## config.mk

```make
export PLATFORM = sky130hd
export DESIGN_NAME = alien_laser_ctrl
export DESIGN_NICKNAME = d
export VERILOG_FILES = /design/src/rtl/alien_laser_ctrl.sv
export SDC_FILE = /design/constraint.sdc
export NUM_CORES = 1
export LEC_CHECK = 0
export CORE_MARGIN = 3
export CORE_UTILIZATION = 35
export DETAILED_ROUTE_END_ITERATION = 16
export SLEW_MARGIN = 10
export SYNTH_ARGS = -nofsm -noshare
export SYNTH_HDL_FRONTEND = slang
export SYNTH_SLANG_ARGS = --single-unit
```

## constraint.sdc

```tcl
create_clock -name clk -period 2.55 [get_ports clk]
set_clock_uncertainty 0.15 [all_clocks]
set_input_delay 0.51 -clock clk [delete_from_list [all_inputs] [get_ports clk]]
set_output_delay 0.51 -clock clk [all_outputs]
set_load 0.005 [all_outputs]
```

## src/rtl/alien_laser_ctrl.sv

```systemverilog
// alien_laser_ctrl: allocates, advances and retires the three alien laser slots.
module alien_laser_ctrl #(
    parameter logic [9:0] STEP     = 10'd4,
    parameter logic [9:0] Y_LIMIT  = 10'd480,
    parameter logic [7:0] COOLDOWN = 8'd30
) (
    input  logic        clk,
    input  logic        rst,
    input  logic        mode,
    input  logic        tick,
    input  logic        fireReq,
    input  logic [9:0]  fireX,
    input  logic [9:0]  fireY,
    input  logic [2:0]  alienLaserHit,
    input  logic [2:0]  shipHit,
    output logic [29:0] alienLaserXcoord,
    output logic [29:0] alienLaserYcoord,
    output logic [2:0]  laserActive,
    output logic        fireAck
);
    typedef enum logic {IDLE, LIVE} slot_e;
    slot_e       st_q [3];
    slot_e       st_d [3];
    logic [9:0]  x_q [3];
    logic [9:0]  x_d [3];
    logic [9:0]  y_q [3];
    logic [9:0]  y_d [3];
    logic [10:0] sum [3];
    logic [7:0]  cd_q, cd_d;
    logic        ack_q;
    logic [2:0]  free, spawn, retire;
    logic        accept;
    always_comb begin
        for (int i = 0; i < 3; i++) free[i] = st_q[i] == IDLE;
        accept = fireReq && cd_q == 8'd0 && |free;
        // lowest set bit of free picks the spawn slot
        spawn = {3{accept}} & free & (~free + 3'd1);
        retire = 3'b000;
        for (int i = 0; i < 3; i++) begin
            sum[i] = {1'b0, y_q[i]} + {1'b0, STEP};
            retire[i] = st_q[i] == LIVE && (alienLaserHit[i] || shipHit[i] || (tick && sum[i] >= {1'b0, Y_LIMIT}));
            st_d[i] = spawn[i] ? LIVE : retire[i] ? IDLE : st_q[i];
            x_d[i] = spawn[i] ? fireX : retire[i] ? 10'd0 : x_q[i];
            y_d[i] = spawn[i] ? fireY : retire[i] ? 10'd0 : (st_q[i] == LIVE && tick) ? sum[i][9:0] : y_q[i];
        end
        cd_d = accept ? COOLDOWN : (tick && cd_q != 8'd0) ? cd_q - 8'd1 : cd_q;
    end
    always_ff @(posedge clk) begin
        if (rst || !mode) begin
            for (int i = 0; i < 3; i++) begin
                st_q[i] <= IDLE;
                x_q[i]  <= 10'd0;
                y_q[i]  <= 10'd0;
            end
            cd_q  <= 8'd0;
            ack_q <= 1'b0;
        end else begin
            for (int i = 0; i < 3; i++) begin
                st_q[i] <= st_d[i];
                x_q[i]  <= x_d[i];
                y_q[i]  <= y_d[i];
            end
            cd_q  <= cd_d;
            ack_q <= accept;
        end
    end
    always_comb begin
        for (int i = 0; i < 3; i++) begin
            alienLaserXcoord[i*10 +: 10] = x_q[i];
            alienLaserYcoord[i*10 +: 10] = y_q[i];
            laserActive[i] = st_q[i] == LIVE;
        end
        fireAck = ack_q;
    end
endmodule
```

==> impl_metrics.py <==
metrics = {
    "sta": {
        "fmax_ghz": 0.425,
        "fin_crit_ns": 2.35,
        "rsz0062_at_grt": "false",
        "hold_viol": 0,
        "fin_crit_sh": 0.922,
        "tightestPinTransition_ns": 0.702,
        "drv_slew": 0,
        "max_slew_margin": 0.528,
        "setup_tns_ns": 0,
        "final-setup-viol-count": 0,
    },
    "clock_network": {
        "clk_pin_slew_worst_paths_ns": 0.09,
        "clockBufferDepth": 2,
        "cts_hold_buf": 0,
        "cts_made_buffers": 9,
        "cts_root_buffer": "clkbuf_8",
        "postCtsResizedCells": 1,
        "htreeDepth": 3,
        "clk_latency_ns": 0.34,
        "clock_sink_count": 72,
        "post_cts_buffers": 0,
        "cts_tree": "built",
    },
    "status": {
        "status": "completed",
    },
    "synth": {
        "synth_edf_count": 0,
        "syn-num-nets": 492,
        "yosysTopAreaCellShare": 0.386,
        "ys_ff_latch": 72,
        "yosysWarnings": 0,
        "synth_most_common_cell": "nand2_1",
        "synth.avg_cell_area_sq_um": 8.29,
        "synth_area_leader_cell": "dfxtp_1",
        "synthTopCellsByCount": "nand2_1, dfxtp_1, a21oi_1",
        "ys_seq_area_frac": 0.386,
        "synth_ff_type": "dfxtp_1",
        "synth.top_cells.by_area": "dfxtp_1, nand2_1, a21oi_1, o21ai_0, o211ai_1",
        "ys_types": 62,
        "async_reset_ff_frac": 0,
        "syn_area_sq_um": 3740,
        "netlist_instances": 451,
    },
    "pwr": {
        "leakage_nw": 1.84,
        "ir_drop_mv": 0.312,
        "power_switching_share": 0.328,
        "p_int_mw": 1.92,
        "pwr-share-seq": 0.436,
        "p_comb_frac": 0.262,
        "powerDensity_nw_per_um2": 544,
        "clockPowerShare": 0.303,
        "power_switching_mw": 0.937,
    },
    "critical_path": {
        "crit_fanout": 3,
        "slowest_stage": "or4bb_1",
        "crit_required_ns": 2.69,
        "crit_top_cell": "buf_4",
        "path_class": "input pin to flop",
        "crit_path_end_kind": "flop",
        "critPathArrivalTime_ns": 2.49,
        "max_stage_delay_ns": 0.54,
        "worstPathCellList": "clkdlybuf4s50_1 -> or4bb_1 -> buf_4 -> nor4_1 -> buf_4 -> nand2_1 -> a21oi_1 -> and3_1",
        "startpoint_type": "input pin",
    },
    "route": {
        "drc": 0,
        "ant_nets": 0,
        "avgViaCountPerCell": 5.51,
        "drt_iter0_markers": 199,
        "drt-wirelength-per-cell_um": 17.0,
        "drt-pass1-iter-count": 5,
        "vias": 3912,
        "finalWirelength_mm": 12.0,
    },
    "final_layout": {
        "fin_area_sq_um": 5250,
        "final_core_util": 0.506,
        "syn_to_final_growth_pct": 40.3,
        "nNetsFinal": 610,
        "layout-drive-gt1-share": 0.136,
        "antennaDiodeCount": 0,
    },
    "placed_design": {
        "placed_cell_area_sq_um": 5050,
        "io_buffer_count": 94,
        "dp_hpwl_mm": 8.90,
        "place_congestion": 0.898,
    },
    "floorplan": {
        "dieArea_sq_um": 12000,
        "start_util": 0.361,
        "core_sq_um": 10400,
        "fp.dieH_um": 109,
        "top_level_ports": 95,
        "die_w_um": 109,
        "rows": 37,
    },
    "global_route": {
        "grt_pass1_vias": 3700,
        "antenna_found_initial": 0,
        "grt_pass1_wl_mm": 19.1,
        "grt_usage": 0.203,
        "gr-total-overflow": 0,
        "grt_max_degree": 32,
    },
    "min_path": {
        "holdCritPathClass": "flop to flop",
    },
    "job": {
        "max_cap_viol_count": 0,
    },
}
power by group through the flow:
stage | Sequential [mW] | Combinational, mW | Clock (mW)
floorplan | 1.26 | 0.407 | 0
finish | 1.24 | 0.747 | 0.864
global placement | 1.27 | 0.727 | 0
CTS | 1.24 | 0.746 | 0.881
detailed placement | 1.27 | 0.737 | 0
global route | 1.25 | 0.814 | 0.935
per-stage QoR:
| stage | setup WS, ns | instances | total power [mW] | hold slack (ns) |
|---|---|---|---|---|
| detailed placement | -0.201 | 694 | 2.01 | 0.299 |
| CTS | 0.193 | 710 | 2.87 | 0.314 |
| global placement | -0.185 | 694 | 1.99 | 0.295 |
| finish | 0.198 | 710 | 2.85 | 0.312 |
| global route | 0.0467 | 710 | 3.00 | 0.334 |
| floorplan | 0.401 | 451 | 1.67 | 0.295 |
final timing paths:
| kind | start | to | slack [ns] | depth (start not counted) |
|---|---|---|---|---|
| hold / removal | y_q[0][11] | y_q[0][11] | 0.31 | 2 |
| setup / recovery | fireReq | y_q[0][7] | 0.20 | 8 |
| setup reg to reg | y_q[0][2] | x_q[0][9] | 0.23 | 5 |
| hold reg to reg | y_q[0][11] | y_q[0][11] | 0.31 | 2 |
kinds of logic after synthesis:
family | Yosys count | share of synthesized area
XOR/XNOR | 10 | 0.0234
adder cells (fa/ha/maj) | 10 | 0.0335
buffers and inverters | 36 | 0.0435
flip-flops | 72 | 0.386
AO/OA/AOI/OAI | 162 | 0.292
AND/OR/NAND/NOR | 160 | 0.220
multiplexers | 1 | 0.00268
layout by cell type, fill, tap and decap left out, types with 7 or more instances in the layout:
cell	instances
nand3_1	12
nand2_1	74
a22o_2	10
ha_1	10
o211ai_1	17
clkdlybuf4s50_1	94
inv_1	11
or3_1	7
a21oi_1	43
o21ai_0	40
clkbuf_8	9
nor3_1	7
dfxtp_1	72
nor2_1	24
buf_4	36
xnor2_1	9
flip-flops by register name (all words and copies together), names as in the netlist:
| name | flops |
|---|---|
| x_q | 30 |
| y_q | 30 |
| cd_q | 8 |
| st_q | 3 |
| fireAck | 1 |
worst max-delay path: cells and delay by family:
family	cells	cell delay, ns
and+or+nand+nor	4	0.98
buffers and inverters	3	0.83
AOI/OAI and AO/OA	1	0.17
routing by layer:
metal / share of wire / vias to the layer above / track usage
met1: 0.47 / 1840 / 0.290
met2: 0.45 / 145 / 0.298
li1: - / 1903 / -
met5: 0 / - / 0
met3: 0.054 / 24 / 0.0464
met4: 0.024 / 0 / 0.0712
layout make-up:
class                   count  area, sq um
flip-flops and latches     72         1440
well taps                 136          170
clock buffers               9          124
multi-input cells         343         2160
inverters                  11         41.3
fillers                  1003         5120
clock inverters             7         60.1
repair buffers            132         1250
(Power assumes the default switching activity.)
